$ cat config.mk
export PLATFORM = sky130hd
export DESIGN_NAME = tt_um_qif_neuron
export DESIGN_NICKNAME = d
export VERILOG_FILES = /design/src/rtl/tt_um_qif_neuron.sv
export SDC_FILE = /design/constraint.sdc
export NUM_CORES = 1
export LEC_CHECK = 0
export ABC_AREA = 1
export BUFFER_PORTS_ARGS = -buffer_cell sky130_fd_sc_hd__buf_2
export CAP_MARGIN = 0
export CORE_MARGIN = 3
export CORE_UTILIZATION = 58
export DETAILED_ROUTE_END_ITERATION = 8
export PLACE_DENSITY = 0.84
export SYNTH_ARGS = -nofsm -noshare
export SYNTH_HDL_FRONTEND = slang
export SYNTH_SLANG_ARGS = --single-unit
$ cat constraint.sdc
create_clock -name clk -period 14.42 [get_ports clk]
set_input_delay 2.163 -clock clk [delete_from_list [all_inputs] [get_ports clk]]
set_output_delay 2.163 -clock clk [all_outputs]
set_load 0.02 [all_outputs]
$ cat src/rtl/tt_um_qif_neuron.sv
// Quadratic integrate-and-fire neuron.
// Each clock edge the membrane potential V integrates its own scaled square
// plus the input current B. When the sum reaches V_PEAK the neuron fires:
// V returns to V_RESET and spike_out pulses high for exactly one cycle.
// The only state is V and spike_out; both outputs come straight from flops.
module tt_um_qif_neuron #(
   parameter int unsigned V_PEAK  = 200,  // spike threshold, 1..255
   parameter int unsigned V_RESET = 0,    // post-spike / reset value, < V_PEAK
   parameter int unsigned SHIFT   = 6     // quadratic gain 2^-SHIFT, 0..15
) (
   input  logic       clk,
   input  logic       rst,
   input  logic [7:0] B,
   output logic [7:0] V,
   output logic       spike_out
);

   localparam logic [7:0]  VRESET_C = V_RESET[7:0];
   localparam logic [16:0] VPEAK_C  = 17'(V_PEAK);

   logic [7:0]  v_q;
   logic [7:0]  v_d;
   logic        spike_q;
   logic        spike_d;
   logic [15:0] prod_s;
   logic [15:0] sq_s;
   logic [16:0] sum_s;

   // Integration datapath and threshold decision for the next potential.
   always_comb begin
      // Full 16-bit product is formed before shifting so no bits are lost.
      prod_s  = 16'(v_q) * 16'(v_q);
      sq_s    = prod_s >> SHIFT;
      // 17 bits hold 255 + 65535 + 255 without wrapping.
      sum_s   = 17'(v_q) + 17'(sq_s) + 17'(B);
      v_d     = VRESET_C;
      spike_d = 1'b0;
      if (sum_s >= VPEAK_C) begin
         // Equality counts as a crossing.
         v_d     = VRESET_C;
         spike_d = 1'b1;
      end else begin
         // sum < V_PEAK <= 255 here, so the low byte is exact.
         v_d     = sum_s[7:0];
         spike_d = 1'b0;
      end
   end

   // State register; reset wins over any spike on the same edge.
   always_ff @(posedge clk) begin
      if (rst) begin
         v_q     <= VRESET_C;
         spike_q <= 1'b0;
      end else begin
         v_q     <= v_d;
         spike_q <= spike_d;
      end
   end

   assign V         = v_q;
   assign spike_out = spike_q;

endmodule

; ---- Yosys cells after proc, flatten, opt, wreduce, memory -nomap -nowiden
; Cells that the tools add are included.
[word_totals]
out_inout_bits = 9
input_bits = 10
register_bits = 9
wordCells = 8
[classes]
mux = 1
multipliers = 1
n_lt_le_gt_ge = 1
addsub = 2
n_reduce_logical = 1
[ops]
columns = cell, count
row1 = $mul 8x8->16, 1
row2 = $add 11x8->12, 1
row3 = $ge 12x8->1 const B, 1
row4 = $add 8x10->11, 1
row5 = $reduce_or 2->1, 1
row6 = $mux 1, 1

; ---- Longest topological paths before layout
; Gate-level depths: netlist of the first run.
[logic_depth]
depth_word = 5
mapped_depth = 34
mapped_depth_nobuf = 34

; ---- Worst setup path after synthesis of the first run
; Ideal clock, no wire load.
[synth_timing]
kind = reg-to-reg
startpoint = register v_q[6], in the netlist V[6]
endpoint = register v_q[0], in the netlist V[0]
required_time_ns = 14.357
path_stages_with_launch = 30
path_buffers = 1
t_arrival_ns = 5.631
period_less_slack_ns = 5.694
setup_ns = 0.063
setup_slack_ns = 8.726
path_cell_list = dfxtp_1 > clkbuf_1 > nand2_1 > inv_1 > fa_1 > fa_1 > inv_1 > fa_1 > fa_1 > inv_1 > ha_1 > a21oi_1 > nand2_1 > nand2_1 > nand2_1 > xnor2_1 > fa_1 > inv_1 > ha_1 > nand2_1 > inv_1 > a21oi_1 > nand2_1 > nand2_1 > nand2_1 > nand3_1 > nand3_1 > nor2_4 > nand2_4 > nor2_2
[synth_between]
elab_chain_len = 5
[synth_lines]
columns = element, line
row1 = "start, declared", 21  ; logic [7:0] v_q;
row2 = "start signal, assigned", 55  ; v_q <= v_d;
row3 = $mul 8x8->16, 32  ; prod_s = 16'(v_q) * 16'(v_q);
row4 = $add 8x10->11 (*), 35  ; sum_s = 17'(v_q) + 17'(sq_s) + 17'(B);
row5 = $add 11x8->12 (*), 35
row6 = $ge 12x8->1, 38  ; if (sum_s >= VPEAK_C) begin
row7 = $reduce_or 2->1 (no line), --
; Every way passes the cells marked *; elsewhere a longest branch is shown, timed or not.
; A chain may end at the register's enable or synchronous reset.

; ---- Final worst setup path of the first run
[layout_timing]
startpoint = register v_q[4], in the netlist V[4]
endpoint = register v_q[5], in the netlist V[5]
; Same word-level chain as after synthesis.

==> results of run 1 <==
worst reg2reg max path, delay by kind of cell (launching register included):
family / cells / cell delay [ps]
xor gates and xnor gates: 1 / 160
adders and majority gates: 7 / 2880
and+or+nand+nor: 13 / 1530
DFF: 1 / 470
buffers and inverters: 4 / 220
AOI/OAI and AO/OA: 4 / 750
registers in the layout (all words and copies together) (netlist names):
name,count
spike_out,1
V,8
final timing paths:
path                            startpoint  endpoint  slack [ps]  depth (start not counted)
worst max-delay path                  V[4]      V[5]        8360                         29
worst min-delay path                  V[0]      V[0]         840                          3
worst max register to register        V[4]      V[5]        8360                         29
worst min register to register        V[0]      V[0]         840                          3
kinds of logic (layout without fill, tap and decap cells):
group | count (synthesis) | count (layout) | synth area share (%)
AO/OA/AOI/OAI | 25 | 25 | 5.52
XOR/XNOR | 16 | 16 | 5.67
adder cells (fa/ha/maj) | 70 | 70 | 45.5
buffers and inverters | 96 | 113 | 14.7
flip-flops | 9 | 9 | 7.29
AND/OR/NAND/NOR | 115 | 115 | 21.3
power groups by stage:
stage               Sequential, uW  Clock, uW  Combinational, uW
floorplan                     50.1          0                272
global placement              53.5          0                327
detailed placement            54.0          0                341
CTS                           53.6       29.9                346
global route                  55.7       31.5                396
finish                        53.5       29.7                344
stage by stage:
| step | hold slack [ps] | cell area (sq um) | util [%] | total power (uW) | worst slack (ps) |
|---|---|---|---|---|---|
| after detailed placement | 827 | 2600 | 64.1 | 395 | 8390 |
| after global placement | 825 | 2600 | 64.1 | 381 | 8580 |
| after floorplan | 826 | 2470 | - | 322 | 8730 |
| final | 840 | 2650 | 65.2 | 427 | 8360 |
| after CTS | 848 | 2650 | 65.2 | 429 | 8370 |
| after global routing | 918 | 2650 | 65.2 | 483 | 7930 |
area by class of cell:
type	instances	area, sq um	share of cell area [%]
Clock buffer	4	45.0	1.70
Inverter	91	342	12.9
Multi-Input combinational cell	226	1930	72.8
Sequential cell	9	180	6.81
Tap cell	50	62.6	2.37
Timing Repair Buffer	18	90.1	3.41
Yosys cell counts, drive strengths merged (2+ instances only):
cell type / instances
inv: 91
dfxtp: 9
nand2: 76
fa: 33
a21oi: 16
ha: 37
nand3: 13
nor2: 17
o21ai: 6
xnor2: 10
xor2: 6
nand3b: 2
clkbuf: 4
nand4: 4
per-layer routing:
metal / track usage (%) / share of wire (%)
met1: 27.2 / 45
met2: 38.6 / 51
met3: 3.37 / 3.2
met4: 2.30 / 0.62
met5: 0 / 0
==> impl_metrics.json, run 1 <==
{
  "run_status": "completed",
  "synth_edf_count": 0,
  "crit_top_cell": "nand2_1",
  "power_leakage_uw": 0.00170,
  "postRouteAntennaNets": 0,
  "cts_resized": 0,
  "syn_to_final_growth_pct": 7.09,
  "wl_per_cell_um": 12.1,
  "grt_max_degree": 12,
  "ios": 19,
  "cts_buffers": 3,
  "grt_usage_pct": 21.2,
  "clockRootBuffer": "clkbuf_8",
  "ys.flop_type": "dfxtp_1",
  "cp.required_ps": 14590,
  "final_common_cell": "inv_1",
  "yosys_warnings": 0,
  "fillers": 365,
  "cp.arrival_ps": 6230,
  "cts_tree": "built",
  "clk_latency_ps": 230,
  "wl_mm": 4.82,
  "rsz0062_at_grt": "false",
  "worst-setup-path-type": "register to register",
  "combPwrFrac_pct": 80.5,
  "antenna_found_initial": 0,
  "place_congestion": 0.945,
  "layout.nets": 429,
  "tightest_slew_ps": 517,
  "hold_viol": 0,
  "via_count": 1990,
  "max-clock-path-buffers": 2,
  "final_cell_mix": "inv_1, nand2_1, ha_1",
  "cts_hold_buf": 0,
  "antennaDiodeCount": 0,
  "async_flop_share_pct": 0,
  "ys_seq_elements": 9,
  "dieArea_sq_mm": 0.00508,
  "grt_first_pass_wirelength_mm": 8.83,
  "row_count": 23,
  "max_freq_mhz": 165,
  "layout-drive-gt1-share_pct": 10.9,
  "grt.overflow.total": 0,
  "crit_path_max_incr_delay_ps": 560,
  "seq_power_share_pct": 12.5,
  "cap_violations": 0,
  "cp-end-kind": "register",
  "clkSinkCount": 9,
  "cts_setup_buffers": 0,
  "critPathLaunchType": "register",
  "period_needed_ps": 6060,
  "syn_inst": 331,
  "worstPathMaxFanout": 10,
  "drc_errors": 0,
  "slew_headroom_pct": 65.5,
  "io_buffers": 18,
  "stdcell_count": 398,
  "cpLargestDelayFamily": "adder cells",
  "drt-vias-per-instance": 5.00,
  "synth.avg_cell_area_sq_um": 7.46,
  "crit_buf_inv": 4,
  "coreArea_sq_mm": 0.00406,
  "setup_viol": 0,
  "dr.pass1.iters": 4,
  "die_w_um": 71.3,
  "initial_core_util_pct": 60.9,
  "yosysSeqAreaShare_pct": 7.29,
  "syn-num-nets": 411,
  "p_sw_uw": 243,
  "drv_slew": 0,
  "drtIter0Drc": 92,
  "sw_frac_of_total_pct": 56.9,
  "p_int_uw": 184,
  "p_clk_share_pct": 7.0,
  "yosys-top-cells-area": "fa_1, ha_1, inv_1",
  "die_h_um": 71.3,
  "syn_area_sq_mm": 0.00247,
  "yosysTopAreaCellShare_pct": 26.7,
  "grt_pass1_vias": 2095,
  "cts_max_level": 1,
  "hpwl_mm": 4.20,
  "min_path_type": "register to register",
  "synth_top_area_cell": "fa_1",
  "setup_tns_ps": 0,
  "critical-path-slowest-cell": "fa_1",
  "clock-skew-final_ps": 6.17,
  "ir_worst_vdd_mv": 0.187,
  "cts.clk_slew.worst_paths_ps": 50,
  "power.density_mw_per_mm2": 161,
  "dp.cells": 394,
  "netlist-cell-type-count": 27,
  "fin_crit_sh_pct": 42.0
}
No activity file was read; power rests on OpenSTA's default activity.
==> run 2, diff against run 1 <==
Clock period 14.42 ns to 5.9 ns, I/O delays scaled along.
==> impl_metrics.json, run 2 (synthesis results as in run 1) <==
{
  "run_status": "completed",
  "antenna_found_initial": 0,
  "dr.pass1.iters": 4,
  "cap_violations": 0,
  "drtIter0Drc": 111,
  "io_buffers": 18,
  "p_sw_uw": 624,
  "min_path_type": "input pin to register",
  "cts.clk_slew.worst_paths_ps": 50,
  "fin_crit_sh_pct": 96.5,
  "ir_worst_vdd_mv": 0.419,
  "worst-setup-path-type": "register to register",
  "initial_core_util_pct": 60.9,
  "setup_viol": 0,
  "seq_power_share_pct": 9.3,
  "cp.required_ps": 6060,
  "hold_viol": 0,
  "cts_tree": "built",
  "setup_tns_ps": 0,
  "crit_top_cell": "nand2_1",
  "dieArea_sq_mm": 0.00508,
  "clk_latency_ps": 230,
  "die_w_um": 71.3,
  "crit_path_max_incr_delay_ps": 560,
  "grt_usage_pct": 21.6,
  "die_h_um": 71.3,
  "p_int_uw": 510,
  "wl_mm": 5.40,
  "p_clk_share_pct": 6.4,
  "drc_errors": 0,
  "rrSetupSlack_ps": 210,
  "postRouteAntennaNets": 0,
  "combPwrFrac_pct": 84.3,
  "place_congestion": 0.871,
  "clockRootBuffer": "clkbuf_8",
  "worstPathMaxFanout": 9,
  "final_common_cell": "inv_1",
  "critical-path-slowest-cell": "fa_1",
  "clkSinkCount": 9,
  "layout.nets": 441,
  "coreArea_sq_mm": 0.00406,
  "slew_headroom_pct": 82.3,
  "via_count": 2109,
  "sw_frac_of_total_pct": 55.0,
  "row_count": 23,
  "cts_max_level": 1,
  "grt_max_degree": 10,
  "power_leakage_uw": 0.00176,
  "grt.overflow.total": 0,
  "cpLargestDelayFamily": "adder cells",
  "max_freq_mhz": 176,
  "ios": 19,
  "period_needed_ps": 5690,
  "antennaDiodeCount": 0,
  "grt_first_pass_wirelength_mm": 9.03,
  "cp-end-kind": "register",
  "cp.arrival_ps": 5860,
  "place_ws_ps": 81.2,
  "layout_setup_ws_ps": 209,
  "drt-vias-per-instance": 5.14,
  "drv_slew": 0,
  "crit_buf_inv": 3,
  "max-clock-path-buffers": 2,
  "largest_register_ffs": 8,
  "grt_pass1_vias": 2105,
  "tightest_slew_ps": 264,
  "critPathLaunchType": "register",
  "layout-drive-gt1-share_pct": 19.4,
  "wl_per_cell_um": 13.2,
  "clock-skew-final_ps": 6.24,
  "hpwl_mm": 4.32,
  "cts_buffers": 3,
  "final_cell_mix": "inv_1, nand2_1, fa_1",
  "power.density_mw_per_mm2": 400,
  "syn_to_final_growth_pct": 14.9,
  "crit_chain": "buf_6 -> nand2_1 -> fa_1 -> inv_1 -> fa_1 -> fa_1 -> fa_1 -> ha_4 -> nand2_1 -> o21ai_2 -> xor2_1 -> fa_1 -> ha_1 -> nand2_1 -> inv_1 -> a21oi_1 -> nand2_1 -> nand2_1 -> nand2_1 -> nand3_1 -> nand3_1 -> nor2_4 -> nand2_4 -> nor2_2"
}
==> run 2: cell types whose count changed in the layout (fill, tap and decap cells not counted), sizes merged <==
cell	delta
buf	+12
==> run 2: layer usage <==
metal	up-vias	global-route usage, %	wire [um]
met2	61	39.0	2840
met3	10	3.37	240
met1	990	28.6	2230
li1	1048	-	-
met4	0	1.46	91
met5	-	0	0
==> run 2: metrics by stage <==
stage	cells	utilization (%)	hold WS (ps)	instance area, sq um	power, uW
after global routing	410	69.9	823	2840	1270
after floorplan	331	-	826	2470	788
after CTS	408	67.0	826	2720	1060
final	410	69.9	823	2840	1130
after detailed placement	404	65.9	880	2680	987
after global placement	404	65.9	866	2680	959
==> run 2: final cells by class <==
class	instances	area (sq um)
Fill cell	325	1220
Sequential cell	9	191
Tap cell	50	62.6
Clock buffer	4	45.0
Timing Repair Buffer	30	184
Multi-Input combinational cell	226	2010
Inverter	91	342
==> run 2: path summary, 6_finish.rpt <==
kind | from | end | cells after the start
setup / recovery | V[4] | V[5] | 24
hold / removal | rst | spike_out | 2
setup reg to reg | V[4] | V[5] | 24
hold reg to reg | V[6] | spike_out | 6
==> run 2: power by group through the flow <==
stage / Sequential (uW) / Combinational, uW / Clock [uW]
final: 105 / 956 / 72.5
after global routing: 107 / 1090 / 77.8
after CTS: 102 / 891 / 71.9
after detailed placement: 102 / 884 / 0
after global placement: 102 / 856 / 0
after floorplan: 123 / 665 / 0
==> run 2: timing repair <==
action	in CTS	in global routing
buffers inserted	0	2
hold buffers	0	0
gates resized for setup	0	24
setup endpoints to repair	0	9
